**config.mk**
```make
export PLATFORM = sky130hd
export DESIGN_NAME = div_unit
export DESIGN_NICKNAME = d
export VERILOG_FILES = /design/src/rtl/div_pkg.sv /design/src/rtl/div_step.sv /design/src/rtl/div_unit.sv
export SDC_FILE = /design/constraint.sdc
export NUM_CORES = 1
export LEC_CHECK = 0
export ABC_AREA = 1
export BUFFER_PORTS_ARGS = -buffer_cell sky130_fd_sc_hd__clkbuf_2
export CAP_MARGIN = 20
export CORE_ASPECT_RATIO = 0.8
export CORE_UTILIZATION = 40
export CTS_BUF_LIST = sky130_fd_sc_hd__clkbuf_8 sky130_fd_sc_hd__clkbuf_16
export CTS_CLUSTER_SIZE = 14
export DETAILED_ROUTE_END_ITERATION = 7
export GPL_TIMING_DRIVEN = 0
export PLACE_DENSITY_LB_ADDON = 0.05
export SKIP_LAST_GASP = 1
export SYNTH_ARGS = -nofsm -noshare
export SYNTH_HDL_FRONTEND = slang
export SYNTH_SLANG_ARGS = --single-unit
```
**constraint.sdc**
```tcl
create_clock -name clk -period 7 [get_ports clk]
set_input_delay 1.05 -clock clk [delete_from_list [all_inputs] [get_ports clk]]
set_output_delay 1.05 -clock clk [all_outputs]
set_load 0.02 [all_outputs]
```
**src/rtl/div_pkg.sv**
```systemverilog
// Shared types and constants for the multicycle signed/unsigned divider.
package div_pkg;

    // Default operand/result width; the divider runs one quotient bit per cycle.
    localparam int unsigned DIV_WIDTH = 32;

    // Width of the iteration counter for the default width.
    localparam int unsigned DIV_CNT_W = $clog2(DIV_WIDTH);

    // Divider control states.
    typedef enum logic [2:0] {
        IDLE = 3'd0,
        RUN  = 3'd1,
        FIX  = 3'd2,
        DONE = 3'd3,
        ZERO = 3'd4
    } div_state_t;

endpackage

```
**src/rtl/div_step.sv**
```systemverilog
// One restoring-division step: shift the next dividend bit into the partial
// remainder, subtract the divisor if it fits, and report the quotient bit.
module div_step
    import div_pkg::*;
#(
    parameter int unsigned WIDTH = DIV_WIDTH
) (
    input  logic [WIDTH-1:0] rem_i,
    input  logic             dvd_msb_i,
    input  logic [WIDTH-1:0] dvs_i,
    output logic [WIDTH-1:0] rem_o,
    output logic             q_o
);

    // The shifted remainder needs WIDTH+1 bits: with a divisor above 2^(WIDTH-1)
    // the remainder can itself exceed half range before the shift.
    logic [WIDTH:0] shifted;
    logic [WIDTH:0] diff;

    // Trial subtraction; keep the difference only when it does not underflow.
    always_comb begin
        shifted = {rem_i, dvd_msb_i};
        diff    = shifted - {1'b0, dvs_i};
        q_o     = (shifted >= {1'b0, dvs_i});
        rem_o   = q_o ? diff[WIDTH-1:0] : shifted[WIDTH-1:0];
    end

endmodule

```
**src/rtl/div_unit.sv**
```systemverilog
// Multicycle integer divider answering the start/done handshake of the control
// unit. Quotient goes to lo_out, remainder to hi_out; a zero divisor finishes
// after one cycle with div_zero. Optional DIVU support: define DIV_UNIT_DIVU_EN
// to add the div_unsigned input.
module div_unit
    import div_pkg::*;
#(
    parameter int unsigned WIDTH = DIV_WIDTH
) (
    input  logic             clk,
    input  logic             reset,
    input  logic [WIDTH-1:0] a_in,
    input  logic [WIDTH-1:0] b_in,
    input  logic             div_start,
`ifdef DIV_UNIT_DIVU_EN
    input  logic             div_unsigned,
`endif
    output logic [WIDTH-1:0] hi_out,
    output logic [WIDTH-1:0] lo_out,
    output logic             div_end,
    output logic             div_zero,
    output logic             busy
);

    localparam int unsigned CNT_W = (WIDTH > 1) ? $clog2(WIDTH) : 1;

    div_state_t       state_q, state_d;
    logic [CNT_W-1:0] cnt_q, cnt_d;
    // dvd_q shifts the dividend out at the top and collects quotient bits at the
    // bottom, so after WIDTH steps it holds the unsigned quotient.
    logic [WIDTH-1:0] dvd_q, dvd_d;
    logic [WIDTH-1:0] dvs_q, dvs_d;
    logic [WIDTH-1:0] rem_q, rem_d;
    logic             sign_q_q, sign_q_d;
    logic             sign_r_q, sign_r_d;
    logic [WIDTH-1:0] hi_q, hi_d;
    logic [WIDTH-1:0] lo_q, lo_d;

    logic             signed_op;
    logic [WIDTH-1:0] step_rem;
    logic             step_q;

`ifdef DIV_UNIT_DIVU_EN
    assign signed_op = ~div_unsigned;
`else
    assign signed_op = 1'b1;
`endif

    div_step #(
        .WIDTH (WIDTH)
    ) u_step (
        .rem_i     (rem_q),
        .dvd_msb_i (dvd_q[WIDTH-1]),
        .dvs_i     (dvs_q),
        .rem_o     (step_rem),
        .q_o       (step_q)
    );

    // State and datapath registers; reset discards any in-flight result.
    always_ff @(posedge clk or posedge reset) begin
        if (reset) begin
            state_q  <= IDLE;
            cnt_q    <= '0;
            dvd_q    <= '0;
            dvs_q    <= '0;
            rem_q    <= '0;
            sign_q_q <= 1'b0;
            sign_r_q <= 1'b0;
            hi_q     <= '0;
            lo_q     <= '0;
        end else begin
            state_q  <= state_d;
            cnt_q    <= cnt_d;
            dvd_q    <= dvd_d;
            dvs_q    <= dvs_d;
            rem_q    <= rem_d;
            sign_q_q <= sign_q_d;
            sign_r_q <= sign_r_d;
            hi_q     <= hi_d;
            lo_q     <= lo_d;
        end
    end

    // Next-state logic: accept in IDLE, iterate in RUN, apply signs in FIX.
    always_comb begin
        state_d  = state_q;
        cnt_d    = cnt_q;
        dvd_d    = dvd_q;
        dvs_d    = dvs_q;
        rem_d    = rem_q;
        sign_q_d = sign_q_q;
        sign_r_d = sign_r_q;
        hi_d     = hi_q;
        lo_d     = lo_q;

        case (state_q)
            IDLE: begin
                if (div_start) begin
                    sign_q_d = signed_op & (a_in[WIDTH-1] ^ b_in[WIDTH-1]);
                    sign_r_d = signed_op & a_in[WIDTH-1];
                    // Magnitudes; the most negative value maps to itself, which
                    // is the correct unsigned magnitude.
                    dvd_d    = (signed_op && a_in[WIDTH-1]) ? -a_in : a_in;
                    dvs_d    = (signed_op && b_in[WIDTH-1]) ? -b_in : b_in;
                    rem_d    = '0;
                    cnt_d    = CNT_W'(WIDTH - 1);
                    state_d  = (b_in == '0) ? ZERO : RUN;
                end
            end
            RUN: begin
                rem_d = step_rem;
                dvd_d = {dvd_q[WIDTH-2:0], step_q};
                if (cnt_q == '0) begin
                    state_d = FIX;
                end else begin
                    cnt_d = cnt_q - 1'b1;
                end
            end
            FIX: begin
                lo_d    = sign_q_q ? -dvd_q : dvd_q;
                hi_d    = sign_r_q ? -rem_q : rem_q;
                state_d = DONE;
            end
            DONE:    state_d = IDLE;
            ZERO:    state_d = IDLE;
            default: state_d = IDLE;
        endcase
    end

    // Handshake outputs decode directly from the registered state.
    always_comb begin
        busy     = (state_q != IDLE);
        div_end  = (state_q == DONE) || (state_q == ZERO);
        div_zero = (state_q == ZERO);
        hi_out   = hi_q;
        lo_out   = lo_q;
    end

endmodule

```
Yosys cells after proc, flatten, opt, wreduce, memory -nomap -nowiden
Cells that the tools add are included.
{"block": "word_totals", "regBits": 170, "output_inout_bits": 67, "latch_bits": 0, "in_bits": 67, "rom_bits": 0, "memories": 0, "ram_bits": 0}
{"block": "classes", "shift": 0, "eq_ne": 7, "n_reduce_logical": 10, "n_lt_le_gt_ge": 1, "bitwise": 1, "mux": 16, "addsub": 6, "mul": 0, "div_mod_pow": 0}
{"op": "$mux 32", "n": 7}
{"op": "$neg 32->32", "n": 4}
{"op": "$pmux 32 s2", "n": 2}
{"op": "$ge 33x32->1", "n": 1}
{"op": "$logic_not 32->1", "n": 1}
{"op": "$sub 32x32->32", "n": 1}
{"op": "$mux 5", "n": 2}
{"op": "$pmux 5 s2", "n": 1}
{"op": "$mux 3", "n": 3}
{"op": "$pmux 3 s3", "n": 1}
{"op": "$eq 3x2->1 const B", "n": 2}
{"op": "$ne 2x2->1 const B", "n": 3}
{"op": "$reduce_and 2->1", "n": 3}
{"op": "$logic_not 5->1", "n": 1}
{"op": "$sub 5x1->5 const B", "n": 1}
{"op": "$eq 3x1->1 const B", "n": 1}
{"op": "$eq 3x3->1 const B", "n": 1}
{"op": "$logic_not 3->1", "n": 1}
{"op": "$reduce_and 3->1", "n": 1}
{"op": "$reduce_bool 3->1", "n": 1}
{"op": "$reduce_bool 2->1", "n": 1}
{"op": "$logic_or 1x1->1", "n": 1}
{"op": "$xor 1x1->1", "n": 1}

Longest topological paths before layout
Gate-level depths: netlist of the first run.
{"block": "logic_depth", "depth_word": 4, "depth_mapped": 16}

Cells and area by module
From an unflattened synthesis of the first run, not the netlist that was laid out.
{"block": "hier_totals", "hier_cells": 2108, "hier_area_um2": 13241.4}
{"mod": "div_unit", "cells_each": 1456, "instances": 1, "area_each_um2": 10058.4}
{"mod": "div_step", "cells_each": 652, "instances": 1, "area_each_um2": 3183.1}

Worst setup path after synthesis of the first run
No wires, ideal clock.
{"block": "synth_timing", "kind": "in2reg", "start": "input port b_in[1]", "end": "register state_q[0]", "n_path_buf": 0, "path_stages": 11, "setup_slack_ps": 4607, "arrival_ps": 2259, "path_cell_list": "inv_1 > ha_1 > nand3_1 > nor2_1 > nand3_1 > nor2_1 > nand2_1 > nor3b_1 > nand2_1 > nand2_1 > nand3_1"}
{"block": "synth_between", "elab_chain_cells": 4}
{"item": "from (decl)", "line_no": "div_unit.sv:13", "text": "input logic [WIDTH-1:0] b_in,"}
{"item": "$logic_not 32->1", "line_no": "div_unit.sv:107", "text": "state_d = (b_in == '0) ? ZERO : RUN;"}
{"item": "$mux 3", "line_no": "div_unit.sv:107"}
{"item": "$mux 3", "line_no": "div_unit.sv:98", "text": "if (div_start) begin"}
{"item": "$pmux 3 s3", "line_no": "div_unit.sv:96", "text": "case (state_q)"}
{"item": "to (signal assigned)", "line_no": "div_unit.sv:72", "text": "state_q <= state_d;"}
{"item": "to (decl)", "line_no": "div_unit.sv:27", "text": "div_state_t state_q, state_d;"}
Every way passes these cells. The select of a mux whose other input is x is not followed.
A chain may end at the register's enable or synchronous reset.

Final worst setup path of the first run
{"block": "layout_timing", "start": "register dvd_q[0]", "end": "register lo_q[30], in the netlist lo_out[30]"}
{"block": "layout_between", "elab_chain_cells": 2}
{"item": "from (decl)", "line_no": "div_unit.sv:31", "text": "logic [WIDTH-1:0] dvd_q, dvd_d;"}
{"item": "from (signal assigned)", "line_no": "div_unit.sv:74", "text": "dvd_q <= dvd_d;"}
{"item": "$neg 32->32", "line_no": "div_unit.sv:120", "text": "lo_d = sign_q_q ? -dvd_q : dvd_q;"}
{"item": "$mux 32", "line_no": "div_unit.sv:120"}
{"item": "to (signal assigned)", "line_no": "div_unit.sv:80", "text": "lo_q <= lo_d;"}
{"item": "to (decl)", "line_no": "div_unit.sv:37", "text": "logic [WIDTH-1:0] lo_q, lo_d;"}
Every way passes these cells.

==> results by stage, run 1 <==
Status:
- The run finished with clean final reports.

Layout:
- The repair_antennas step left the layout with diodes totalling 0.
- The storage element area is 4250 sq um.
- The multi-input combinational cells in the finished layout cover a total of 7480 sq um.
- The layout overhead on the synthesized area is 13.6%.
- The count of cells in the finished layout, fillers not included, comes to 2622.
- The final cell utilization of the core is 46.1%.
- The fraction of final layout cells sized beyond drive strength 1 is between 10% and 20%.
- At the end of the flow, the number of nets in the layout was between 2000 and 2500.
- Fill cells in the final layout number 3498.

Detailed routing:
- The post-detailed-route wirelength per cell is 17.2 microns.
- After the first detailed-routing iteration, the DRC count stood at 1146.
- The total wirelength of the detailed-routed design is 45.0 mm.
- The number of vias in the routed layout is 13295.
- The number of iterations in the first detailed-routing pass is 6.
- The final routed DRC violation total is 0.
- After detailed routing, the number of vias per cell comes to 5.07.
- Once detail routing completed, the nets flagged for antenna violations numbered 0.

Synth:
- The mean instance size in the synthesized netlist is 6.49 sq um.
- dfrtp_1 takes more of the synthesized area than any other cell.
- The synthesized design contains 170 register bits.
- The post-synthesis instance total is about 2000.
- In the synthesized netlist the dominant register cell turns out to be dfrtp_1.
- After synthesis, the netlist uses 47 different library cells.
- The post-synthesis net count is 2136.
- The sequential area share after synthesis is between 30% and 40%.
- Counting instances in the post-synthesis netlist gives the leading cell types as nand2_1, inv_1, nand3_1, dfrtp_1, nor2_1.
- The leading cell type by number of instances after synthesis is nand2_1.
- The post-synthesis async set-or-reset flop share is between 90% and 100%.
- The area of the mapped netlist is ~13000 sq um.
- The share of the synthesized area in the top cell type is approximately a third.
- In this run, synthesis inferred 0 flip-flops with an integrated enable.
- Sorting the synthesized cells by area gives the leading types as dfrtp_1, nand2_1, inv_1.
- For this run, the number of Yosys warnings is 0.

Worst setup path:
- Of all nets on the critical path, the largest fanout is 4.
- Data arrives at the worst endpoint at 3.46 ns.
- The worst setup path is launched from a register.
- The required time of the worst setup path is 7.32 ns.
- The element type at the critical path end is a register.
- The type of the setup path with the least slack is register to register.

Placed design:
- The worst-case setup slack after placement is 4.08 ns.
- The congestion estimate from routability-driven global placement came to 0.916.
- The count of port buffers added during placement is ~130.
- The placed cell count is 2590.
- Once detailed placement completed, the half-perimeter wirelength came to 36.8 mm.

Timing:
- Setup violations remaining at the end of the flow were counted as 0.
- The number of endpoints with negative hold slack in the final report is 0.
- The final worst-path cycle share is 44.9%.
- In this run the tightest slew margin relative to its limit is 30.4%.
- The maximum achievable frequency is about 0.32 GHz.
- The number of pins with negative max-slew slack in the final report is 0.
- At the pin with the least slew margin, the transition time is 1.04 ns.
- Setup repair after global routing left no endpoint under its margin.
- For the finished layout, the period the worst path requires is around 3.1 ns.
- The final worst-path setup slack is 3.86 ns.
- The final setup skew is 0.0137 ns.

Floorplan:
- The count of pins on the block boundary is 134.
- The area inside the core boundary is 32500 sq um.
- The initialized floorplan defines 59 standard-cell rows.
- The die covers ~34000 sq um.
- The height of the chip is between 150 and 200 microns.
- Measured along the x axis, the die boundary spans 205 microns.
- The effective utilization at floorplan is 40.6%.

Global route:
- The number of antenna violations at the first check in global routing was 1.
- The wire length of the first global-routing pass is approximately 69 mm.
- The total global routing track utilization is between 20% and 30%.
- The number of global-route vias before repair came to 11916.
- The maximum number of pins on one net before global-route repair is 123.
- After global routing the overflow that remains totals 0.

Clock network:
- The post-CTS repair timing setup buffer count is 0.
- The TritonCTS buffer count is 17.
- The buffer type at the clock tree root is clkbuf_16.
- The CTS tree is done.
- The number of H-tree levels is 4.
- Hold repair after CTS inserted 0 buffers.
- At the later pin of the worst-skew pair, clock insertion delay measures 0.45 ns.
- After clock tree synthesis, the clock-pin slew on the worst setup and hold paths is 0.07 ns.
- The total number of clock tree sinks is 170.
- The longest clock path from root to sink contains 2 buffers.
- The total of cells resized after clock tree synthesis is 0.

Power and ir drop:
- Across the VDD grid, the largest voltage drop is 0.195 mV.
- The power per standard cell area is between 500 and 600 nW/um^2.
- In this run the static leakage power is 7.92 nW.

Flow run:
- The number of maximum-capacitance violations is 0.

Worst hold path:
- In this run the worst hold path is classified as register to register.
==> through the flow <==
stage / hold WS (ns) / setup TNS, ns / cell area [sq um] / total power [mW]
2_1_floorplan: 0.449 / 0 / 13200 / 5.77
3_3_place_gp: 0.462 / -149.34 / 14400 / 7.37
3_5_place_dp: 0.467 / 0 / 14400 / 7.41
4_1_cts: 0.485 / 0 / 15000 / 8.38
5_1_grt: 0.501 / 0 / 15000 / 9.22
6_report: 0.480 / 0 / 15000 / 8.43
==> area by class of cell <==
cell class                 count  area share (%)
tap                          427            3.57
multi-input combinational   1499            49.9
clock buffer                  19            3.02
clock inverter                13           0.777
timing repair buffer         133            4.59
sequential                   170            28.4
buffer                        64            2.21
inverter                     297            7.49
==> report_power, final <==
| group | total [mW] | switching (mW) | leakage (nW) | internal [mW] |
|---|---|---|---|---|
| Combinational | 5.53 | 3.69 | 5.54 | 1.84 |
| Sequential | 1.96 | 0.488 | 2.10 | 1.47 |
| Clock | 0.940 | 0.429 | 0.286 | 0.511 |
==> critical path, cell delays in order (launching register included) <==
cell and delay, ns:
dfrtp_1 0.42, inv_1 0.13, ha_1 0.32, inv_1 0.09, nor3_1 0.80, nand2_1 0.23
nor3_2 0.32, nand3_1 0.11, nand2_1 0.08, a21oi_1 0.05, o21ai_0 0.35, nand2_1 0.09
==> sequential cells by signal (all words and copies together) (netlist names) <==
signal and count:
cnt_q 5, dvd_q 32, dvs_q 32, hi_out 32, lo_out 32, rem_q 32
sign_q_q 1, sign_r_q 1, state_q 3
==> routing by layer <==
metal	wire length [microns]	global-route usage, %	up-vias
li1	-	-	6763
met3	3030	4.72	23
met1	24300	44.0	6094
met4	491	6.20	0
met5	0	0	-
met2	17200	37.1	415
==> cells by family (layout without fill, tap and decap cells) <==
kind of cell | after synthesis | in the layout | synth area share [%]
compound gates | 209 | 209 | 9.15
xor+xnor | 76 | 76 | 5.05
fa+ha+maj | 39 | 39 | 3.76
flops | 170 | 170 | 32.3
simple gates | 1175 | 1175 | 38.8
buf+inv | 361 | 526 | 11.0
==> worst paths after layout <==
kind / depth (start not counted) / start / slack, ns / end
setup reg to reg: 11 / dvd_q[0] / 3.86 / lo_out[30]
setup / recovery: 11 / dvd_q[0] / 3.86 / lo_out[30]
min in group asynchronous: 2 / reset / 0.59 / dvd_q[5]
max in group asynchronous: 3 / reset / 5.44 / hi_out[28]
hold / removal: 2 / lo_out[28] / 0.48 / lo_out[28]
hold reg to reg: 2 / lo_out[28] / 0.48 / lo_out[28]
==> cell usage in the layout (no fill, tap or decap), drive strengths merged, types with 3 or more instances in the layout <==
| cell type | Yosys | routed |
|---|---|---|
| nand2 | 682 | 682 |
| inv | 297 | 304 |
| nand3 | 224 | 224 |
| clkbuf | 39 | 190 |
| nor2 | 183 | 183 |
| dfrtp | 170 | 170 |
| o21ai | 105 | 105 |
| xor2 | 58 | 58 |
| a21oi | 42 | 42 |
| ha | 38 | 38 |
| nor3 | 32 | 32 |
| buf | 25 | 26 |
| nand4 | 21 | 21 |
| xnor2 | 18 | 18 |
| o221ai | 15 | 15 |
| o21bai | 14 | 14 |
| o22ai | 13 | 13 |
| nand3b | 12 | 12 |
| o31ai | 8 | 8 |
| or2 | 8 | 8 |
| o211ai | 7 | 7 |
| and2 | 7 | 7 |
| nor4 | 4 | 4 |
| clkinv | 0 | 3 |
(Power assumes the default switching activity.)
==> run 2: changes to the inputs <==
Clock period 7 ns to 3 ns, I/O delays scaled along.
==> results by stage, run 2 (synthesis gave the netlist of run 1 again) <==
Status:
- The run finished with clean final reports.

Timing:
- The final worst-path cycle share is 91.6% (+47 points).
- The worst hold margin came to 0.316 ns (-0.165 ns).
- The maximum achievable frequency is 0.364 GHz (+14%).
- Setup repair after global routing left no endpoint under its margin.
- The number of endpoints with negative hold slack in the final report came to 0 (unchanged).
- The clock period minus worst slack is 2.75 ns (-0.394 ns).
- The worst slew margin relative to its limit is 31.8% (+1.5 points).
- The transition time at the pin with the least slew margin is 1.02 ns (-0.0197 ns).
- The number of pins with negative max-slew slack in the final report is 0 (unchanged).
- The final setup skew came to 0.00900 ns (-0.00473 ns).
- The final setup violation count is 0 (unchanged).

Detailed routing:
- The final routed DRC violation total came to 0 (unchanged).
- The final antenna-violating net count was 0 (unchanged).
- The number of iterations in the first detailed-routing pass is 5 (-1).
- The first-iteration detailed-routing DRC count is 1028 (-10%).
- The total wirelength of the detailed-routed design was 45.3 mm (+0.69%).
- The post-detailed-route wirelength per cell was 17.2 microns (+0.50%).
- The number of vias in the routed layout was 13279 (-0.12%).
- The via density per instance is 5.05 (-0.31%).

Clock network:
- The clock transition time at the flip-flop clock pins of the worst setup and hold paths came to 0.08 ns (about the same).
- The clock latency at the later pin of the worst-skew pair is 0.45 ns (about the same).
- The root buffer cell chosen for the clock tree is clkbuf_16.
- The number of H-tree levels is 4 (unchanged).
- The maximum count of clock buffers along a single path came to 2 (unchanged).
- The post-CTS repair timing setup buffer count is 0 (unchanged).
- TritonCTS built the clock tree.
- The TritonCTS buffer count came to 17 (unchanged).
- The total number of clock tree sinks is 170 (unchanged).

Layout:
- The count of inserted antenna diode cells is 0 (unchanged).
- The final cell utilization of the core is 46.5% (+0.36 points).
- The net total in the final layout was 2293 (+0.22%).
- The library cell used most frequently in the layout, excluding fill and tap cells, is nand2_1.
- The number of fill cells in the layout is 3534 (+1.0%).
- The layout overhead on the synthesized area is 14.5%.
- The library cells used most frequently in the layout, excluding fill and tap cells, are nand2_1, inv_1, nand3_1.
- The fraction of final layout cells sized beyond drive strength 1 is 11.8% (+0.34 points).

Power and ir drop:
- The worst-case vdd ir drop is 0.456 mV (+130%).
- The leakage power summed over all cells is 7.97 nW (+0.57%).
- The power per standard cell area is 1310 nW/um^2 (+130%).

Global route:
- The number of antenna violations at the first check in global routing is 2 (+1).
- The number of global-route vias before repair is 12221 (+2.6%).
- The overflow left after global routing is 0 (unchanged).
- The maximum number of pins on one net before global-route repair is 40 (-67%).
- The total global routing track utilization is 27.9% (+0.40 points).
- The wire length of the first global-routing pass is 70.6 mm (+2.1%).

Floorplan:
- The area inside the core boundary is 32500 sq um (unchanged).
- The x dimension of the die came to 205 microns (unchanged).
- The full die area is 33700 sq um (unchanged).
- The height of the chip is 164 microns (unchanged).
- The count of pins on the block boundary was 134 (unchanged).
- The effective utilization at floorplan was 40.6% (unchanged).
- The number of rows created at floorplan was 59 (unchanged).

Worst setup path:
- The slack of the worst reg-to-reg path is 0.25 ns (-3.61 ns).
- The highest net fanout along the worst path came to 4 (unchanged).
- The worst setup path is of the register to register kind.
- The beginning of the worst register-to-register path is dvd_q[0].
- The cell count of the worst reg-to-reg path came to 11 (unchanged).
- The endpoint of the worst register-to-register path is lo_out[30].
- The required time of the worst setup path came to 3.32 ns (-4.00 ns).
- The data arrival time at the worst-slack endpoint is 3.07 ns (-0.39 ns).
- The element type at the critical path end is a register.
- The kind of start point of the critical path is a register.

Placed design:
- The placer congestion estimate came to 0.929 (+1.4%).
- The post-DP HPWL came to 37.4 mm (+1.7%).
- The count of port buffers added during placement is 132 (unchanged).

Worst hold path:
- The hold-critical path endpoint is dvd_q[19].
- In this run the worst hold path is classified as primary input to register.
- The origin of the worst min-delay path is a_in[19].
- The count of cells along the worst hold path is 3 (+1).

Flow run:
- The number of maximum-capacitance violations is 0 (unchanged).
run 2: how the worst max path moves through the flow:
| stage | startpoint | endpoint | slack, ns | depth (start not counted) |
|---|---|---|---|---|
| finish | dvd_q[0] | lo_out[30] | 0.25 | 11 |
| global route | dvd_q[0] | lo_out[30] | 0.13 | 11 |
| CTS | dvd_q[0] | lo_out[30] | 0.08 | 11 |
| detailed placement | dvd_q[0] | lo_out[30] | 0.11 | 11 |
| global placement | reset | hi_out[26] | -0.86 | 2 |
| floorplan | reset | cnt_q[0] | 0.38 | 1 |
run 2: power by group:
part           total [mW]  internal (mW)  switching, mW
combinational        12.9           4.31           8.61
clock                2.33           1.26           1.08
sequential           4.57           3.42           1.14
total                19.8           8.99           10.8
run 2: what timing repair did:
action | 4_1_cts | 5_1_grt
gates resized for setup | 0 | 1
hold buffers | 1 | 0
endpoints found under the setup margin | 0 | 2
endpoints found under the hold margin | 12 | 0
run 2: layer usage:
| layer | vias up | GRT usage, % | share of wire, % |
|---|---|---|---|
| li1 | 6772 | - | - |
| met4 | 4 | 6.73 | 1.6 |
| met5 | - | 0 | 0.060 |
| met2 | 389 | 38.1 | 38 |
| met1 | 6067 | 43.8 | 53 |
| met3 | 47 | 5.36 | 7.0 |
run 2: layout make-up:
type | instances | area [sq um] | share of cell area [%]
plain buffers | 64 | 332 | 2.20
clock buffers | 17 | 425 | 2.82
clock inverters | 15 | 176 | 1.17
inverters | 297 | 1120 | 7.41
multi-input cells | 1499 | 7490 | 49.6
flip-flops and latches | 170 | 4250 | 28.2
well taps | 427 | 534 | 3.54
repair buffers | 138 | 771 | 5.11
run 2: stage by stage:
stage | power [mW] | std cells | setup slack [ns] | setup TNS, ns | cell area (sq um)
finish | 19.8 | 2627 | 0.252 | 0 | 15100
global route | 21.7 | 2627 | 0.131 | 0 | 15100
CTS | 19.7 | 2627 | 0.0767 | 0 | 15100
detailed placement | 17.3 | 2594 | 0.108 | 0 | 14500
global placement | 17.2 | 2589 | -0.857 | -139.39 | 14400
floorplan | 13.5 | 2030 | 0.381 | 0 | 13200
run 2: worst max-delay path, stage by stage (launching register included):
cell and delay, ns:
dfrtp_1 0.42, inv_1 0.12, ha_1 0.33, inv_1 0.11, nor3_2 0.48, nand2_1 0.19
nor3_2 0.29, nand3_1 0.13, nand2_1 0.08, a21oi_1 0.05, o21ai_0 0.33, nand2_1 0.08
